File: src/rtl/mem_arbiter.sv
// mem_arbiter: shares one single-port synchronous RAM between the instruction-fetch (I)
// and data (D) ports of the core. One access per cycle with a combinational grant. On a
// conflict the port that was not granted last wins. Read data comes back one cycle later
// and is steered to the port that issued the read. A saturating counter records every
// cycle in which both ports requested.
module mem_arbiter #(
   parameter int AW = 32,
   parameter int MW = 14,
   parameter int CW = 32
) (
   input  logic          clk,
   input  logic          reset,
   input  logic          i_req,
   input  logic [AW-1:0] i_addr,
   output logic          i_gnt,
   output logic          i_rvalid,
   output logic [31:0]   i_rdata,
   input  logic          d_req,
   input  logic          d_we,
   input  logic [3:0]    d_be,
   input  logic [AW-1:0] d_addr,
   input  logic [31:0]   d_wdata,
   output logic          d_gnt,
   output logic          d_rvalid,
   output logic [31:0]   d_rdata,
   output logic          m_en,
   output logic          m_we,
   output logic [3:0]    m_be,
   output logic [MW-1:0] m_addr,
   output logic [31:0]   m_wdata,
   input  logic [31:0]   m_rdata,
   output logic [CW-1:0] conflicts
);

   typedef enum logic [1:0] {
      OWN_NONE = 2'd0,
      OWN_I    = 2'd1,
      OWN_D    = 2'd2
   } owner_t;

   owner_t          rd_owner_r;
   owner_t          rd_owner_next_s;
   logic            last_gnt_d_r;   // 1: most recent grant went to D
   logic            last_gnt_d_next_s;
   logic [CW-1:0]   conflicts_r;
   logic [CW-1:0]   conflicts_next_s;
   logic            i_gnt_s;
   logic            d_gnt_s;
   logic            both_req_s;

   // Address bits outside the RAM word index carry no meaning here.
   logic unused_addr_bits_s;
   assign unused_addr_bits_s = ^{i_addr[AW-1:MW+2], i_addr[1:0],
                                 d_addr[AW-1:MW+2], d_addr[1:0]};

   assign both_req_s = i_req & d_req;

   // Arbitration: single requester wins outright, a tie goes to the port not granted last.
   always_comb begin
      i_gnt_s = 1'b0;
      d_gnt_s = 1'b0;
      if (reset) begin
         i_gnt_s = 1'b0;
         d_gnt_s = 1'b0;
      end else if (both_req_s) begin
         if (last_gnt_d_r) begin
            i_gnt_s = 1'b1;
         end else begin
            d_gnt_s = 1'b1;
         end
      end else if (i_req) begin
         i_gnt_s = 1'b1;
      end else if (d_req) begin
         d_gnt_s = 1'b1;
      end else begin
         i_gnt_s = 1'b0;
         d_gnt_s = 1'b0;
      end
   end

   // RAM command built from whichever port holds the grant this cycle.
   always_comb begin
      m_en    = i_gnt_s | d_gnt_s;
      m_we    = 1'b0;
      m_be    = 4'b0000;
      m_addr  = i_addr[MW+1:2];
      m_wdata = d_wdata;
      if (d_gnt_s) begin
         m_addr = d_addr[MW+1:2];
         if (d_we) begin
            m_we = 1'b1;
            m_be = d_be;
         end else begin
            m_we = 1'b0;
            m_be = 4'b0000;
         end
      end else begin
         m_addr = i_addr[MW+1:2];
      end
   end

   // Next-state for read owner, round-robin pointer and saturating conflict counter.
   always_comb begin
      rd_owner_next_s   = OWN_NONE;
      last_gnt_d_next_s = last_gnt_d_r;
      conflicts_next_s  = conflicts_r;
      if (i_gnt_s) begin
         rd_owner_next_s   = OWN_I;
         last_gnt_d_next_s = 1'b0;
      end else if (d_gnt_s) begin
         last_gnt_d_next_s = 1'b1;
         if (d_we) begin
            rd_owner_next_s = OWN_NONE;
         end else begin
            rd_owner_next_s = OWN_D;
         end
      end else begin
         rd_owner_next_s   = OWN_NONE;
         last_gnt_d_next_s = last_gnt_d_r;
      end
      if (both_req_s && (conflicts_r != {CW{1'b1}})) begin
         conflicts_next_s = conflicts_r + {{(CW-1){1'b0}}, 1'b1};
      end else begin
         conflicts_next_s = conflicts_r;
      end
   end

   // State register; reset drops any outstanding read and lets I win the first tie.
   always_ff @(posedge clk) begin
      if (reset) begin
         rd_owner_r   <= OWN_NONE;
         last_gnt_d_r <= 1'b1;
         conflicts_r  <= {CW{1'b0}};
      end else begin
         rd_owner_r   <= rd_owner_next_s;
         last_gnt_d_r <= last_gnt_d_next_s;
         conflicts_r  <= conflicts_next_s;
      end
   end

   assign i_gnt     = i_gnt_s;
   assign d_gnt     = d_gnt_s;
   assign i_rvalid  = ~reset & (rd_owner_r == OWN_I);
   assign d_rvalid  = ~reset & (rd_owner_r == OWN_D);
   assign i_rdata   = m_rdata;
   assign d_rdata   = m_rdata;
   assign conflicts = conflicts_r;

endmodule

File: config.mk
export PLATFORM = sky130hd
export DESIGN_NAME = mem_arbiter
export DESIGN_NICKNAME = d
export VERILOG_FILES = /design/src/rtl/mem_arbiter.sv
export SDC_FILE = /design/constraint.sdc
export NUM_CORES = 1
export LEC_CHECK = 0
export CORE_AREA = 2 2 112 114
export CTS_CLUSTER_SIZE = 8
export DETAILED_ROUTE_END_ITERATION = 7
export DIE_AREA = 0 0 114 116
export PLACE_DENSITY = 0.67
export SLEW_MARGIN = 25
export SYNTH_ARGS = -nofsm -noshare
export SYNTH_HDL_FRONTEND = slang
export SYNTH_SLANG_ARGS = --single-unit
File: constraint.sdc
create_clock -name clk -period 5.7 [get_ports clk]
set_input_delay 0.855 -clock clk [delete_from_list [all_inputs] [get_ports clk]]
set_output_delay 0.855 -clock clk [all_outputs]
set_load 0.01 [all_outputs]
==> impl.org, run 1 <==
** Synth
- Area share of the leading cell type in the synthesized netlist :: a little over a quarter
- Number of library cell types mapped by synthesis :: 42
- Flip-flop and latch count after synthesis :: 35
- Fraction of registers with async set or reset after synthesis :: 0%
- During synthesis, Yosys emitted a total of 0 warnings.
- In this run the cell area of the synthesized design comes to 2730 um^2.
- Synthesis handed over a netlist of 330 instances.
- Summing the areas of all compound-gate instances in the mapped netlist gives about 10% of the synthesized area.
- After synthesis, the largest family of logic cells by area is buffers and inverters.
- Flip-flop cell with the highest count after synthesis :: sky130_fd_sc_hd__dfxtp_1
- Summing the sequential cell areas from Yosys gives around a quarter of the chip area.
- Of the post-synthesis cell area, the part taken by muxes is 7.42%.
- By area the synthesized netlist is led by sky130_fd_sc_hd__buf_4, sky130_fd_sc_hd__dfxtp_1, sky130_fd_sc_hd__mux2_2, sky130_fd_sc_hd__a21oi_1, sky130_fd_sc_hd__xnor2_1.
- Area fraction in and, or, nand and nor cells after synthesis :: about 24%
- Count of flip-flops with a built-in enable after synthesis :: 0
- Syn avg cell area :: ~8.3 um^2
- Summing the areas of all xor and xnor instances in the mapped netlist gives 3.21% of the synthesized area.
- sky130_fd_sc_hd__buf_4 takes more of the synthesized area than any other cell.
- Summing the areas of all fa, ha and maj instances in the mapped netlist gives 0.458% of the synthesized area.
- Synthesized net count :: 468

** Detailed routing
- Detailed-route via count :: 2,205
- After detailed routing, the number of vias per cell comes to ~4.7.
- Antenna viol nets, final :: 0
- For this block, the initial DRC count from the detailed router was between 70 and 80.
- After detailed routing, the number of remaining DRC violations is 0.
- Number of iterations in the first detailed-routing pass :: 4
- In the final routed layout, each cell accounts on average for 14.5 um.
- For this block, the routed nets add up to 6850 um of wire.

** Finish
- The post-route netlist has 11.3% of its cells at a drive strength greater than 1.
- Count of antenna diodes in the layout :: 0
- Leading cell type in the layout, fill and taps excluded :: sky130_fd_sc_hd__clkdlybuf4s50_1
- Signed area change from the synthesized netlist to the final layout :: 18.3%
- Layout Nets :: 464
- Most frequent cells in the layout :: sky130_fd_sc_hd__clkdlybuf4s50_1, sky130_fd_sc_hd__dfxtp_1, sky130_fd_sc_hd__nor2_1, sky130_fd_sc_hd__a21oi_1, sky130_fd_sc_hd__mux2_2
- Summing all non-filler instances in the final layout gives an area of between 3000 and 4000 um^2.

** Global route
- The via count of the first global-routing pass came to 2,151.
- After global routing the overflow that remains totals 0.
- The first global-routing pass estimated 10,900 um of wire.
- Pin count of the biggest net entering global routing :: 42
- Combined global-route utilization of all metal layers :: 10.2%
- Antenna violations before repair :: 0

** Critical path
- For this run, the slowest stage of the critical path takes 560 ps.
- Traced cell by cell, the critical path runs through clkdlybuf4s50_1 > inv_1 > a211oi_2 > buf_4 > mux2_2 > clkdlybuf4s50_1.
- STA puts the critical path data required time at 4850 ps.
- The worst setup path is captured at an output pin.
- Kind of launch point of the worst setup path :: input port
- Worst EP arrival :: 2830 ps
- Among all stages on the critical path, the largest delay is contributed by sky130_fd_sc_hd__clkdlybuf4s50_1.
- Worst path bufs/invs :: 4
- Most repeated library cell on the critical path :: sky130_fd_sc_hd__clkdlybuf4s50_1
- Maximum fanout count along the critical path :: 21
- The cell family contributing the most delay on the critical path is buffers and inverters.
- Category of the critical setup timing path :: input port to output pin

** CTS
- CTS Hold Bufs :: 0
- The number of gates resized after CTS was 0.
- Buffers inserted by post-CTS timing repair :: 0
- The cell sitting at the root of the clock tree is a sky130_fd_sc_hd__clkbuf_16.
- The later pin in the worst-skew pair is clocked with a latency of roughly 270 ps.
- Clock-pin slew reported for the worst setup and hold paths after clock tree synthesis :: 50 ps
- In this run the number of H-tree levels came out at 2.
- Buffers inserted during clock tree synthesis total 5.
- Maximum root-to-sink buffer count :: 2
- Clock Sink Count :: 35
- CTS tree :: yes

** Outcome
- The run finished with clean final reports.

** Timing
- Setup violations remaining at the end of the flow were counted as 0.
- At the pin with the least slew margin, the transition time is 776 ps.
- Final critical-path required period :: 3690 ps
- Final Hold Viols :: 0
- Setup repair after global routing left no endpoint under its margin.
- After routing, the total negative slack on setup checks comes to 0 ps.
- Clock skew on the completed layout was measured at ~4.5 ps.
- Slew HR :: around half
- The count of pins over their slew limit came to 0.
- Final clock period utilization by the worst path :: between 60% and 70%
- Based on the critical path, the design can be clocked at up to 271 MHz.

** Floorplan
- The floorplan step defined a die boundary enclosing 13,200 um^2.
- Top Ports :: 289
- Die boundary height :: 116 um
- The floorplan has 40 rows.
- The floorplan step defined a core boundary enclosing 11,900 um^2.
- Once the floorplan was initialized, standard cells occupied 22.9% of the core.
- Width of the chip :: 114 um

** Power
- In this run the static leakage power is 1.08 nW.
- The worst-case IR drop observed on VDD is about 96 uV.
- Power density of the placed cells :: 185 nW/um^2

** Placement
- Placed cell areas :: 3090 um^2
- Detailed placement ended at an HPWL of 5240 um.
- Routability-driven placement finished with a final weighted congestion of 0.830.
- Input and output buffers added on the ports amount to 92.

** Worst hold path
- In this run the worst hold path is classified as flip-flop to flip-flop.

** Job
- Max-cap violations :: 0
## Yosys cell counts (all sizes together), types with 6 or more instances
| cell | number |
|---|---|
| mux2 | 18 |
| and3 | 8 |
| nand2 | 16 |
| nor4 | 8 |
| or3 | 6 |
| a21oi | 18 |
| nand3 | 14 |
| nand4 | 9 |
| dfxtp | 35 |
| buf | 100 |
| xnor2 | 10 |
| nor2 | 21 |
| o21ai | 8 |
| inv | 6 |
## registers in the layout (all words and copies together), names as in the netlist
name	count
rd_owner_r	2
last_gnt_d_r	1
conflicts	32
## through the flow
| stage | hold slack (ps) | utilization (%) | std cells | worst slack [ps] | power, mW |
|---|---|---|---|---|---|
| global placement | 486 | 25.9 | 466 | 2020 | 0.336 |
| global route | 538 | 27.1 | 473 | 1910 | 0.621 |
| CTS | 505 | 27.1 | 473 | 1980 | 0.607 |
| detailed placement | 495 | 25.9 | 466 | 1990 | 0.338 |
| finish | 500 | 27.1 | 473 | 2010 | 0.598 |
| floorplan | 462 | - | 330 | 2890 | 0.354 |
## power by group
part           switching (mW)  internal [mW]  total, mW
combinational          0.0314         0.0517     0.0831
sequential            0.00190          0.247      0.249
clock                  0.0960          0.170      0.266
## worst register-to-register path: stages (launching register included)
cell and delay [ps]:
sky130_fd_sc_hd__dfxtp_1 460, sky130_fd_sc_hd__nand4_2 210, sky130_fd_sc_hd__nor4_4 690, sky130_fd_sc_hd__a31oi_1 450
sky130_fd_sc_hd__nand4_1 240, sky130_fd_sc_hd__mux2_1 320
## final cells by class
class	instances	area [um^2]
fillers	1259	8680
multi-input cells	184	1240
repair buffers	94	936
flip-flops and latches	35	701
well taps	147	184
clock buffers	6	139
inverters	6	22.5
clock inverters	1	5.00
## cell families after synthesis
logic type	count (synthesis)
mux	18
compound gates	44
simple gates	111
buf+inv	111
flops	35
xor+xnor	10
fa+ha+maj	1
## path summary, 6_finish.rpt
check | start | cells after the start | slack, ps | to
max | d_req | 6 | 2010 | m_addr[7]
min | last_gnt_d_r | 2 | 500 | last_gnt_d_r
max reg2reg | conflicts[12] | 5 | 3210 | conflicts[31]
min reg2reg | last_gnt_d_r | 2 | 500 | last_gnt_d_r
## per-layer routing
metal | wire length, um | GRT usage [%] | share of wire [%]
met5 | 0 | 0 | 0
met4 | 82 | 3.58 | 1.2
met3 | 611 | 2.88 | 8.9
met2 | 3280 | 17.7 | 48
met1 | 2880 | 12.0 | 42
(Power assumes the default switching activity.)
==> run 2: changes to the inputs <==
- PLACE_DENSITY: 0.67 -> 0.69
- clock period: 5.7 -> 3.12 ns (I/O delays scaled with it)
==> impl.org, run 2 (synthesis results as in run 1) <==
** Outcome
- The flow ran to the end, and the final reports show no timing, DRC or antenna violations.

** CTS
- The longest clock path from root to sink contains 2 buffers.
- Clock Sink Count :: 35
- Clock-pin slew was measured on the worst setup and hold paths at 50 ps.
- The root buffer cell chosen for the clock tree is sky130_fd_sc_hd__clkbuf_16.
- The number of hold buffers added after CTS was 0.
- CTS tree :: yes
- Once the clock tree was built, the setup fixing pass inserted 0 buffers.
- CTS H-Tree Depth :: 2
- TritonCTS created 5 clock buffers.
- After clock tree synthesis, the repair step resized 0 gates.
- Latest clock arrival within the worst-skew pair :: 280 ps

** Timing
- Actual slew at the worst max-slew pin :: 838 ps
- Setup violations remaining at the end of the flow were counted as 0.
- Worst hold-check slack :: 509 ps
- The clock period could shrink to between 2000 and 3000 ps.
- Post-route clock skew :: 6.23 ps
- Peak Freq :: 359 MHz
- RSZ-0062 raised after global routing :: false
- Post-route setup TNS :: 0 ps
- Final Hold Viols :: 0
- Measured against its own limit, the worst slew margin works out to 43.9%.
- The count of pins over their slew limit was 0.
- Final clock period utilization by the worst path :: 89.3%

** Job
- Across the run, the number of max-cap violations was 0.

** Global route
- The first global-routing pass estimated 10,700 um of wire.
- Total global routing overflow :: 0
- Antenna violations before repair :: 0
- The via count of the first global-routing pass is 2,228.
- Pin count of the biggest net entering global routing :: 42
- Combined global-route utilization of all metal layers :: 10.1%

** Detailed routing
- In the routed design, unresolved DRC markers number 0.
- The routed design has 6790 um of wire.
- Drt wl/cell :: 14.3 um
- Antenna viol nets, final :: 0
- Before antenna repair, the detailed router went through 4 iterations.
- Dividing the detail-routed via count by the number of cells gives 4.66.
- The routed layout has roughly 2,200 vias.
- Count of routing violations after the opening detailed-route iteration :: 121

** Finish
- The area growth from synthesis to layout is 20.1%.
- Finished Cell Area :: between 3000 and 4000 um^2
- The layout has 1,274 filler cells.
- 0 antenna diodes ended up in the layout.
- Number of flip-flops in the largest register :: 32
- The post-route netlist has between 10% and 20% of its cells at a drive strength greater than 1.
- In the final design database the tool counted 467 nets.
- Leaving out fill and tap cells, the most frequent cell in the layout is sky130_fd_sc_hd__clkdlybuf4s50_1.
- Leaving out fill and tap cells, the most frequent cells in the layout are sky130_fd_sc_hd__clkdlybuf4s50_1, sky130_fd_sc_hd__dfxtp_1, sky130_fd_sc_hd__nor2_1, sky130_fd_sc_hd__a21oi_1, sky130_fd_sc_hd__mux2_2.
- Layout Utilization :: 27.5%

** Worst hold path
- Worst hold-check path type :: flip-flop to flip-flop

** Power
- Worst IR Drop VDD :: 210 uV
- For this design the static power due to leakage is 1.10 nW.
- In this run the power density over the cells is 354 nW/um^2.

** Floorplan
- The die is 114 um wide.
- The initial utilization of the core area, before any placement, comes to a little under a quarter.
- Die boundary height :: 116 um
- For this design the top-level I/O count stands at 289.
- Standard cell core area :: 11,900 um^2
- Die footprint :: around 13,000 um^2
- In this run the core area contains 40 standard-cell rows.

** Placement
- After legalization and detailed placement, the total HPWL measured ~5300 um.
- Input and output buffers added on the ports amount to 92.
- Routability cong. :: 0.792
- Placed cell areas :: ~3100 um^2

** Critical path
- Kind of launch point of the worst setup path :: input port
- Maximum fanout count along the critical path :: 21
- Category of the critical setup timing path :: input port to output pin
- Worst EP arrival :: approximately 2300 ps
- Critical Path End Type :: output pin
- At the worst endpoint, the required time is 2650 ps.
run 2: final timing paths:
check	from	endpoint	slack, ps	depth (start not counted)
hold reg to reg	last_gnt_d_r	last_gnt_d_r	510	2
hold / removal	last_gnt_d_r	last_gnt_d_r	510	2
setup / recovery	d_req	m_addr[10]	330	6
setup reg to reg	conflicts[12]	conflicts[31]	730	5
run 2: area by class of cell:
class	count	area, um^2	share of cell area [%]
Clock inverter	1	30.0	0.916
Timing Repair Buffer	97	971	29.6
Multi-Input combinational cell	184	1240	37.9
Tap cell	147	184	5.61
Sequential cell	35	701	21.4
Inverter	6	22.5	0.687
Clock buffer	6	129	3.93
run 2: metrics by stage:
| stage | worst slack [ps] | cells | total power, mW |
|---|---|---|---|
| 2_1_floorplan | 1080 | 330 | 0.646 |
| 3_3_place_gp | 374 | 469 | 0.619 |
| 3_5_place_dp | 305 | 469 | 0.621 |
| 4_1_cts | 313 | 476 | 1.18 |
| 5_1_grt | 272 | 476 | 1.20 |
| 6_report | 333 | 476 | 1.16 |
run 2: worst max-delay path, stage by stage:
cell                              delay (ps)
sky130_fd_sc_hd__clkdlybuf4s50_1         480
sky130_fd_sc_hd__inv_1                    60
sky130_fd_sc_hd__a211oi_2                280
sky130_fd_sc_hd__buf_12                  200
sky130_fd_sc_hd__mux2_2                  330
sky130_fd_sc_hd__clkdlybuf4s50_1         490
run 2: routing by layer:
metal	part of all wire, %	GRT usage [%]
met1	42	12.2
met5	0	0
met3	7.8	2.67
met2	48	17.0
met4	2.4	4.63
run 2: report_power, final:
part / internal (mW) / leakage [nW] / total, mW / switching (mW)
clock: 0.372 / 0.0769 / 0.550 / 0.178
combinational: 0.0978 / 0.739 / 0.155 / 0.0571
sequential: 0.451 / 0.283 / 0.455 / 0.00384
